[src/rtl/axi2ram_pkg.sv]
// Shared encodings, FSM states and the request-error rule for the axi2ram AXI3-to-RAM bridge.
package axi2ram_pkg;

  localparam logic [1:0] BURST_FIXED = 2'd0;
  localparam logic [1:0] BURST_INCR  = 2'd1;
  localparam logic [1:0] BURST_WRAP  = 2'd2;

  localparam logic [1:0] RESP_OKAY   = 2'd0;
  localparam logic [1:0] RESP_SLVERR = 2'd2;

  localparam int unsigned BEAT_BYTES = 8;

  typedef enum logic [2:0] {
    S_IDLE  = 3'd0,
    S_WDATA = 3'd1,
    S_WRESP = 3'd2,
    S_RADDR = 3'd3,
    S_RWAIT = 3'd4,
    S_RDATA = 3'd5
  } state_e;

  // Anything other than a full-width beat, or a WRAP burst, is answered with SLVERR.
  function automatic logic req_err(input logic [2:0] size, input logic [1:0] burst,
                                   input logic [2:0] full_size);
    return (size != full_size) || (burst == BURST_WRAP);
  endfunction

endpackage

[src/rtl/axi2ram_addr_gen.sv]
// Burst address generator shared by the read and write paths: holds the current beat
// address, steps it for INCR (FIXED holds) and flags the final beat of the burst.
module axi2ram_addr_gen
  import axi2ram_pkg::*;
#(
  parameter int unsigned STEP = BEAT_BYTES
) (
  input  logic        clk_i,
  input  logic        rst_i,
  input  logic        load_i,
  input  logic        step_i,
  input  logic [31:0] addr_i,
  input  logic [3:0]  len_i,
  input  logic        fixed_i,
  output logic [31:0] addr_o,
  output logic        last_o
);

  localparam logic [31:0] STEP_W = 32'(STEP);

  logic [31:0] addr_q;
  logic [3:0]  cnt_q;
  logic [3:0]  len_q;
  logic        fixed_q;

  // Load on acceptance, advance one beat per step; the address wraps at 32 bits.
  always_ff @(posedge clk_i or posedge rst_i) begin
    if (rst_i) begin
      addr_q  <= 32'd0;
      cnt_q   <= 4'd0;
      len_q   <= 4'd0;
      fixed_q <= 1'b0;
    end else if (load_i) begin
      addr_q  <= addr_i;
      cnt_q   <= 4'd0;
      len_q   <= len_i;
      fixed_q <= fixed_i;
    end else if (step_i) begin
      addr_q  <= addr_q + (fixed_q ? 32'd0 : STEP_W);
      cnt_q   <= cnt_q + 4'd1;
    end
  end

  assign addr_o = addr_q;
  assign last_o = (cnt_q == len_q);

endmodule

[src/rtl/axi2ram.sv]
// AXI3 slave terminating one transaction at a time onto a single-port synchronous RAM.
// Writes and reads alternate on ties; every output is a register.
module axi2ram
  import axi2ram_pkg::*;
#(
  parameter int unsigned ID_WIDTH  = 2,
  parameter int unsigned BWIDTH    = 64,
  parameter logic [31:0] ADDR_MASK = 32'h00000000
) (
  input  logic                  CLK,
  input  logic                  RST,
  input  logic [ID_WIDTH-1:0]   AWID,
  input  logic [31:0]           AWADDR,
  input  logic [3:0]            AWLEN,
  input  logic [2:0]            AWSIZE,
  input  logic [1:0]            AWBURST,
  input  logic [1:0]            AWLOCK,
  input  logic [3:0]            AWCACHE,
  input  logic [2:0]            AWPROT,
  input  logic                  AWVALID,
  output logic                  AWREADY,
  input  logic [ID_WIDTH-1:0]   WID,
  input  logic [BWIDTH-1:0]     WDATA,
  input  logic [BWIDTH/8-1:0]   WSTRB,
  input  logic                  WLAST,
  input  logic                  WVALID,
  output logic                  WREADY,
  output logic [ID_WIDTH-1:0]   BID,
  output logic [1:0]            BRESP,
  output logic                  BVALID,
  input  logic                  BREADY,
  input  logic [ID_WIDTH-1:0]   ARID,
  input  logic [31:0]           ARADDR,
  input  logic [3:0]            ARLEN,
  input  logic [2:0]            ARSIZE,
  input  logic [1:0]            ARBURST,
  input  logic [1:0]            ARLOCK,
  input  logic [3:0]            ARCACHE,
  input  logic [2:0]            ARPROT,
  input  logic                  ARVALID,
  output logic                  ARREADY,
  output logic [ID_WIDTH-1:0]   RID,
  output logic [BWIDTH-1:0]     RDATA,
  output logic [1:0]            RRESP,
  output logic                  RLAST,
  output logic                  RVALID,
  input  logic                  RREADY,
  output logic                  CS,
  output logic                  WE,
  output logic [31:0]           ADDR,
  output logic [BWIDTH-1:0]     MASK,
  output logic [BWIDTH-1:0]     WR_DATA,
  input  logic [BWIDTH-1:0]     RD_DATA
);

  localparam int unsigned STEP       = BWIDTH / 8;
  localparam logic [2:0]  FULL_SIZE  = 3'($clog2(STEP));
  localparam logic [31:0] ALIGN_MASK = ~(ADDR_MASK | 32'(STEP - 1));

  state_e                state_q, state_d;
  logic                  awready_q, awready_d;
  logic                  arready_q, arready_d;
  logic                  wready_q, wready_d;
  logic                  bvalid_q, bvalid_d;
  logic [ID_WIDTH-1:0]   bid_q, bid_d;
  logic [1:0]            bresp_q, bresp_d;
  logic                  rvalid_q, rvalid_d;
  logic [ID_WIDTH-1:0]   rid_q, rid_d;
  logic [1:0]            rresp_q, rresp_d;
  logic                  rlast_q, rlast_d;
  logic [BWIDTH-1:0]     rdata_q, rdata_d;
  logic                  cs_q, cs_d;
  logic                  we_q, we_d;
  logic [31:0]           addr_q, addr_d;
  logic [BWIDTH-1:0]     mask_q, mask_d;
  logic [BWIDTH-1:0]     wr_data_q, wr_data_d;
  logic                  last_rd_q, last_rd_d;
  logic [ID_WIDTH-1:0]   id_q, id_d;
  logic                  err_q, err_d;

  logic                  ag_load_s, ag_step_s, ag_fixed_s, ag_last_s;
  logic [31:0]           ag_start_s, ag_addr_s;
  logic [3:0]            ag_len_s;
  logic [BWIDTH-1:0]     mask_s;
  logic                  unused_s;

  assign unused_s = ^{AWLOCK, AWCACHE, AWPROT, ARLOCK, ARCACHE, ARPROT};

  axi2ram_addr_gen #(.STEP(STEP)) u_addr_gen (
    .clk_i   (CLK),
    .rst_i   (RST),
    .load_i  (ag_load_s),
    .step_i  (ag_step_s),
    .addr_i  (ag_start_s),
    .len_i   (ag_len_s),
    .fixed_i (ag_fixed_s),
    .addr_o  (ag_addr_s),
    .last_o  (ag_last_s)
  );

  // Byte strobes widened into the RAM's per-bit write mask.
  always_comb begin
    mask_s = '0;
    for (int i = 0; i < int'(STEP); i++) begin
      mask_s[8*i +: 8] = {8{WSTRB[i]}};
    end
  end

  // Next-state and next-output logic; the READY pulse of the previous cycle marks the handshake.
  always_comb begin
    state_d    = state_q;
    awready_d  = 1'b0;
    arready_d  = 1'b0;
    wready_d   = wready_q;
    bvalid_d   = bvalid_q;
    bid_d      = bid_q;
    bresp_d    = bresp_q;
    rvalid_d   = rvalid_q;
    rid_d      = rid_q;
    rresp_d    = rresp_q;
    rlast_d    = rlast_q;
    rdata_d    = rdata_q;
    cs_d       = 1'b0;
    we_d       = 1'b0;
    addr_d     = addr_q;
    mask_d     = mask_q;
    wr_data_d  = wr_data_q;
    last_rd_d  = last_rd_q;
    id_d       = id_q;
    err_d      = err_q;
    ag_load_s  = 1'b0;
    ag_step_s  = 1'b0;
    ag_start_s = 32'd0;
    ag_len_s   = 4'd0;
    ag_fixed_s = 1'b0;
    case (state_q)
      S_IDLE: begin
        if (awready_q) begin
          id_d       = AWID;
          err_d      = req_err(AWSIZE, AWBURST, FULL_SIZE);
          ag_load_s  = 1'b1;
          ag_start_s = AWADDR & ALIGN_MASK;
          ag_len_s   = AWLEN;
          ag_fixed_s = (AWBURST == BURST_FIXED);
          wready_d   = 1'b1;
          state_d    = S_WDATA;
        end else if (arready_q) begin
          id_d       = ARID;
          err_d      = req_err(ARSIZE, ARBURST, FULL_SIZE);
          ag_load_s  = 1'b1;
          ag_start_s = ARADDR & ALIGN_MASK;
          ag_len_s   = ARLEN;
          ag_fixed_s = (ARBURST == BURST_FIXED);
          state_d    = S_RADDR;
        end else if (AWVALID && (!ARVALID || last_rd_q)) begin
          awready_d  = 1'b1;
          last_rd_d  = 1'b0;
        end else if (ARVALID) begin
          arready_d  = 1'b1;
          last_rd_d  = 1'b1;
        end else begin
          state_d    = S_IDLE;
        end
      end
      S_WDATA: begin
        if (WVALID && wready_q) begin
          cs_d      = 1'b1;
          we_d      = 1'b1;
          addr_d    = ag_addr_s;
          mask_d    = mask_s;
          wr_data_d = WDATA;
          ag_step_s = 1'b1;
          if ((WLAST != ag_last_s) || (WID != id_q)) begin
            err_d = 1'b1;
          end else begin
            err_d = err_q;
          end
          // The burst length, not WLAST, ends the write.
          if (ag_last_s) begin
            wready_d = 1'b0;
            bvalid_d = 1'b1;
            bid_d    = id_q;
            bresp_d  = err_d ? RESP_SLVERR : RESP_OKAY;
            state_d  = S_WRESP;
          end else begin
            state_d  = S_WDATA;
          end
        end else begin
          state_d = S_WDATA;
        end
      end
      S_WRESP: begin
        if (BREADY) begin
          bvalid_d = 1'b0;
          state_d  = S_IDLE;
        end else begin
          state_d  = S_WRESP;
        end
      end
      S_RADDR: begin
        cs_d    = 1'b1;
        addr_d  = ag_addr_s;
        state_d = S_RWAIT;
      end
      S_RWAIT: begin
        state_d = S_RDATA;
      end
      S_RDATA: begin
        if (!rvalid_q) begin
          rvalid_d = 1'b1;
          rdata_d  = RD_DATA;
          rid_d    = id_q;
          rresp_d  = err_q ? RESP_SLVERR : RESP_OKAY;
          rlast_d  = ag_last_s;
        end else if (RREADY) begin
          rvalid_d = 1'b0;
          rlast_d  = 1'b0;
          if (rlast_q) begin
            state_d   = S_IDLE;
          end else begin
            ag_step_s = 1'b1;
            state_d   = S_RADDR;
          end
        end else begin
          state_d = S_RDATA;
        end
      end
      default: begin
        state_d = S_IDLE;
      end
    endcase
  end

  // State and output registers; reset drops any transaction in flight without a response.
  always_ff @(posedge CLK or posedge RST) begin
    if (RST) begin
      state_q   <= S_IDLE;
      awready_q <= 1'b0;
      arready_q <= 1'b0;
      wready_q  <= 1'b0;
      bvalid_q  <= 1'b0;
      bid_q     <= '0;
      bresp_q   <= 2'd0;
      rvalid_q  <= 1'b0;
      rid_q     <= '0;
      rresp_q   <= 2'd0;
      rlast_q   <= 1'b0;
      rdata_q   <= '0;
      cs_q      <= 1'b0;
      we_q      <= 1'b0;
      addr_q    <= 32'd0;
      mask_q    <= '0;
      wr_data_q <= '0;
      last_rd_q <= 1'b1;
      id_q      <= '0;
      err_q     <= 1'b0;
    end else begin
      state_q   <= state_d;
      awready_q <= awready_d;
      arready_q <= arready_d;
      wready_q  <= wready_d;
      bvalid_q  <= bvalid_d;
      bid_q     <= bid_d;
      bresp_q   <= bresp_d;
      rvalid_q  <= rvalid_d;
      rid_q     <= rid_d;
      rresp_q   <= rresp_d;
      rlast_q   <= rlast_d;
      rdata_q   <= rdata_d;
      cs_q      <= cs_d;
      we_q      <= we_d;
      addr_q    <= addr_d;
      mask_q    <= mask_d;
      wr_data_q <= wr_data_d;
      last_rd_q <= last_rd_d;
      id_q      <= id_d;
      err_q     <= err_d;
    end
  end

  assign AWREADY = awready_q;
  assign ARREADY = arready_q;
  assign WREADY  = wready_q;
  assign BVALID  = bvalid_q;
  assign BID     = bid_q;
  assign BRESP   = bresp_q;
  assign RVALID  = rvalid_q;
  assign RID     = rid_q;
  assign RRESP   = rresp_q;
  assign RLAST   = rlast_q;
  assign RDATA   = rdata_q;
  assign CS      = cs_q;
  assign WE      = we_q;
  assign ADDR    = addr_q;
  assign MASK    = mask_q;
  assign WR_DATA = wr_data_q;

endmodule

[config.mk]
export PLATFORM = sky130hd
export DESIGN_NAME = axi2ram
export DESIGN_NICKNAME = d
export VERILOG_FILES = /design/src/rtl/axi2ram_pkg.sv /design/src/rtl/axi2ram_addr_gen.sv /design/src/rtl/axi2ram.sv
export SDC_FILE = /design/constraint.sdc
export NUM_CORES = 1
export LEC_CHECK = 0
export CAP_MARGIN = 20
export CELL_PAD_IN_SITES_DETAIL_PLACEMENT = 1
export CELL_PAD_IN_SITES_GLOBAL_PLACEMENT = 2
export CORE_AREA = 2 2 196 198
export CTS_BUF_LIST = sky130_fd_sc_hd__clkbuf_8 sky130_fd_sc_hd__clkbuf_16
export DETAILED_ROUTE_END_ITERATION = 10
export DIE_AREA = 0 0 198 200
export GPL_TIMING_DRIVEN = 0
export PLACE_DENSITY_LB_ADDON = 0.25
export SETUP_SLACK_MARGIN = 0.15
export SYNTH_ARGS = -nofsm -noshare
export SYNTH_HDL_FRONTEND = slang
export SYNTH_SLANG_ARGS = --single-unit
[constraint.sdc]
create_clock -name CLK -period 17.3 [get_ports CLK]
set_input_delay 3.46 -clock CLK [delete_from_list [all_inputs] [get_ports CLK]]
set_output_delay 3.46 -clock CLK [all_outputs]
set_load 0.03 [all_outputs]
======== Yosys cells after proc, flatten, opt, wreduce, memory -nomap -nowiden ========
Index checks and enable logic that the tools add are counted.
Widths: inputs -> output; s select.
storage, ports and cells
  memories kept ........................... 0
  output and inout bits ................... 240
  register bits after elaboration ......... 281
  bits in latches ......................... 0
  logic and storage cells ................. 148
  bits in writable memories ............... 0
  memory bits (read-only) ................. 0
  bits of input ports ..................... 250
operators by class
  equal/unequal tests ..................... 21
  reductions and logical operators ........ 27
  bitwise operators ....................... 3
  mux-type cells .......................... 71
  div/mod/pow operators ................... 0
  shifts and indexed selects .............. 0
  $add $sub $neg .......................... 2
  magnitude comparators ................... 0
  multiply operators ...................... 0
operators by type and width
  kind                 number
  $mux 32              6
  $pmux 32 s2          1
  $mux 1               38
  $add 32x32->32       1
  $mux 4               6
  $mux 3               7
  $pmux 3 s6           1
  $mux 2               7
  $ne 2x2->1 const B   6
  $reduce_and 4->1     3
  $reduce_bool 2->1    6
  $pmux 1 s2           5
  $reduce_and 2->1     5
  $reduce_and 3->1     3
  $ne 4x4->1 const B   2
  $eq 3x2->1 const B   2
  $eq 3x3->1 const B   2
  $ne 3x2->1 const B   2
  $add 4x1->4 const B  1
  $eq 2x2->1 const B   2
  $eq 4x4->1           1
  $logic_not 2->1      2
  $logic_or 1x1->1     4
  $eq 3x1->1 const B   1
  other kinds (7)      10

======== Logic depth before layout (Yosys ltp) ========
  depth in word-level cells ............... 8
  mapped depth ............................ 8
  depth with buffers taken out ............ 8

======== Hierarchy ========
From an unflattened synthesis, not the netlist that was laid out.
unflattened totals
  cell total of the unflattened synthesis .. 797
  area total of the unflattened synthesis .. 10526.3 µm²
by module, submodules not included
  module            instances  area each (µm²)  cells an instance  seq. area each (µm²)
  axi2ram           1          8261.7           558                4730.8
  axi2ram_addr_gen  1          2264.7           239                1026.0

======== Worst setup path after synthesis ========
Ideal clock, no wire load.
  kind .................................... input to register
  from .................................... input WVALID
  to ...................................... register wr_data_q[10], in the netlist WR_DATA[10]
  stages .................................. 5
  library setup time ...................... 0.125 ns
  data required time ...................... 17.175 ns
  arrival time ............................ 4.510 ns
  path buffers ............................ 2
  slack ................................... 12.665 ns
  cells stage by stage .................... nand2_1 -> nor2_1 -> buf_2 -> buf_2 -> mux2_2
on the way
  cells in the longest elaborated chain, start to end .. 2
RTL lines
  element                            RTL line        RTL
  start, declared                    axi2ram.sv:26   input logic WVALID,
  $logic_and 1x1->1                  axi2ram.sv:166  if (WVALID && wready_q) begin
  $reduce_and 2->1 (no source line)  n/a
  end signal, assigned               axi2ram.sv:274  wr_data_q <= wr_data_d;
  end, declared                      axi2ram.sv:76   logic [BWIDTH-1:0] wr_data_q, wr_data_d;
Every way passes these cells.
A chain may end at the register's enable or synchronous reset.

==> key figures <==
Die
  – Horizontal extent of the die: 198 um
  – IO Count: 490
  – Area of the die: 39600 um^2
  – Starting utilization of the core area: 0.267
  – Y dimension of the die: 200 um
  – Placeable core region: 37400 um^2
  – Cell Rows: 71

Timing
  – Number of setup violations in the final report: 0
  – Final TNS setup: 0 ns
  – Worst-Margin Slew: 0.920 ns
  – Post-layout min period: 5.40 ns
  – Maximum clock rate: 185 MHz
  – Number of endpoints with negative hold slack in the final report: 0
  – Worst slew margin: 0.381
  – Total count of max-transition violations in the final report: 0
  – Tcrit/Tclk final: 0.312
  – Clk_skew: 0.0118 ns
  – Setup repair after global routing missed its margin: false

Yosys
  – Register bit total from synthesis: 224
  – Post-Synthesis Cell Area: 9990 um^2
  – Async S/R FF share, synth: 1.00
  – Netlist cell types: 54
  – Synthesized instance count: 786
  – Yosys warning total: 0
  – Post-synthesis sequential area ratio: 0.561
  – Mean post-synth cell area: 12.7 um^2
  – EDFF count, synth: 0
  – Top flip-flop cell by instance count after synthesis: dfrtp_1

Pwr
  – Max VDD drop: 0.0000696 V
  – Total chip power: 1200 uW
  – Power per cell area: 73.6 nW/um^2
  – Leakage: 0.00726 uW

Worst setup path
  – Arrival time of the worst setup path: 1.94 ns
  – Sort of element at the end of the critical path: output pin
  – Setup slack on the worst flop-to-flop path: 14.66 ns
  – CP Launch Type: register
  – Required time of the critical path: 13.84 ns
  – Crit-path max FO: 9
  – Critical setup path kind: reg2out
  – R2r endpoint: u_addr_gen.addr_o[10]
  – Worst reg2reg path depth: 6
  – Worst r2r src: state_q[2]

Drt
  – Antenna violation net count after detailed routing: 0
  – Number of optimization iterations in the first detailed-route pass: 5
  – DRC violation total after the first TritonRoute iteration: 254
  – Average detailed-routed wire length per instance: 20.1 um
  – DRC: 0
  – Routed Wire Length: 36500 um
  – Total vias in the final route: 8090
  – Via-to-Cell Ratio: 4.46

Global routing
  – Total Routing Usage GR: 0.178
  – Global route total overflow: 0
  – Number of antenna violations at the first check in global routing: 0
  – First-pass GRT wire length: 53800 um
  – Via count of the first global-routing pass: 8549
  – Pin count of the biggest net entering global routing: 114

Min path
  – Instance count along the most critical hold path: 1
  – End point of the most critical hold path: BRESP[1]
  – Class of the tightest hold or removal check: reg2reg
  – Hold Startpoint: BRESP[1]

Clock network
  – Clk_lat worst skew: 0.56 ns
  – Clock buffers created by TritonCTS: 28
  – Number of buffers inserted by post-CTS setup repair: 0
  – PostCTS Resize Cnt: 0
  – TritonCTS clock tree: done
  – # clock sinks: 224
  – CTS hold repair buffers: 0
  – Number of H-tree levels: 1
  – Maximum clock path buffer count: 3
  – Clock Pin Slew Worst Setup and Hold Paths: 0.06 ns
  – Root Buffer Master: clkbuf_16

Job
  – Max cap viols: 0

Run status
  – Status: finished clean

Layout
  – Area growth from synthesis to layout: 62.8%
  – Fraction of final layout cells with drive strength greater than 1: 0.236
  – Number of nets in the layout: 1534

Place
  – GP Congestion: 0.782
  – Total of buffers placed on input and output ports: 460
  – Total half-perimeter wirelength after legalization and detailed placement: 28700 um
metrics by stage:
step / area [um^2] / util / instances / worst slack (ns) / hold slack, ns
2_1_floorplan: 10000 / - / 790 / 7.71 / 0.469
3_3_place_gp: 15200 / 0.408 / 1761 / 3.97 / 0.466
3_5_place_dp: 15300 / 0.409 / 1762 / 11.52 / 0.475
4_1_cts: 16300 / 0.435 / 1814 / 11.83 / 0.501
5_1_grt: 16300 / 0.435 / 1814 / 11.79 / 0.512
6_report: 16300 / 0.435 / 1815 / 11.90 / 0.490
critical path, cell delays in order (launching register included):
cell and delay, ns:
dfrtp_1 0.55, buf_4 0.17, clkdlybuf4s50_1 0.67
power by group:
| part | total (uW) | switching, uW | internal, uW | leakage [uW] |
|---|---|---|---|---|
| registers | 524 | 0.0252 | 524 | 0.00304 |
| clock network | 605 | 239 | 366 | 0.000498 |
| logic | 66.5 | 20.2 | 46.2 | 0.00373 |
synth_stat cells (all sizes together) (10+ instances only):
cell type / number / share of area
nand4: 16 / 0.011
buf: 82 / 0.056
xnor2: 12 / 0.011
nor2: 25 / 0.0094
xor2: 16 / 0.014
a21oi: 28 / 0.014
inv: 11 / 0.0041
o21ai: 13 / 0.0065
mux2: 170 / 0.19
clkbuf: 19 / 0.0071
dfrtp: 223 / 0.56
nor3: 10 / 0.0050
o22ai: 13 / 0.0081
nand3: 14 / 0.0070
nand2: 35 / 0.013
a221oi: 15 / 0.013
a22oi: 13 / 0.0098
sequential cells by signal, indices dropped and copies added (netlist names), 2 cells and up:
register and cells:
ADDR 29, u_addr_gen.addr_o 29, u_addr_gen.len_q 4, RID 2
BID 2, WR_DATA 64, u_addr_gen.cnt_q 4, state_q 3
RDATA 64, id_q 2, MASK 8
how the worst max path moves through the flow:
stage,from,to,slack [ns],cells past startpoint
after floorplan,RST,ADDR[10],7.71,1
after global placement,RST,ADDR[31],3.97,2
after global routing,MASK[56],MASK[59],11.79,2
after CTS,MASK[39],MASK[34],11.83,2
after detailed placement,WVALID,WR_DATA[1],11.52,6
final,MASK[39],MASK[34],11.90,2
logic make-up (layout without fill, tap and decap cells):
kind of cell,Yosys count,count (layout),synth area share
XOR/XNOR,28,28,0.0246
AND/OR/NAND/NOR,135,135,0.0740
adder cells (fa/ha/maj),3,3,0.00376
AO/OA/AOI/OAI,108,108,0.0725
flip-flops,224,224,0.561
multiplexers,174,174,0.196
other,1,6,0.000375
buffers and inverters,113,626,0.0678
cell usage in the layout, fill, tap and decap left out, drive strengths merged, types with 14 or more instances in the layout:
| cell | count |
|---|---|
| xor2 | 16 |
| inv | 17 |
| a21oi | 28 |
| clkbuf | 53 |
| nand4 | 16 |
| nor2 | 25 |
| nand3 | 14 |
| nand2 | 35 |
| mux2 | 170 |
| a221oi | 15 |
| clkdlybuf4s50 | 460 |
| dfrtp | 223 |
| buf | 83 |
routing by layer:
| layer | share of wire | wire length [um] | GRT usage |
|---|---|---|---|
| met1 | 0.41 | 15000 | 0.221 |
| met2 | 0.50 | 18200 | 0.313 |
| met3 | 0.072 | 2630 | 0.0439 |
| met4 | 0.018 | 653 | 0.0407 |
| met5 | 0 | 0 | 0 |
final cells by class:
class | count | area, um^2
well taps | 511 | 639
repair buffers | 461 | 4630
plain buffers | 101 | 632
flip-flops and latches | 224 | 5610
clock buffers | 34 | 783
fillers | 3987 | 21100
multi-input cells | 453 | 3720
diodes | 1 | 2.50
clock inverters | 18 | 191
inverters | 12 | 52.6
(Power assumes the default switching activity.)
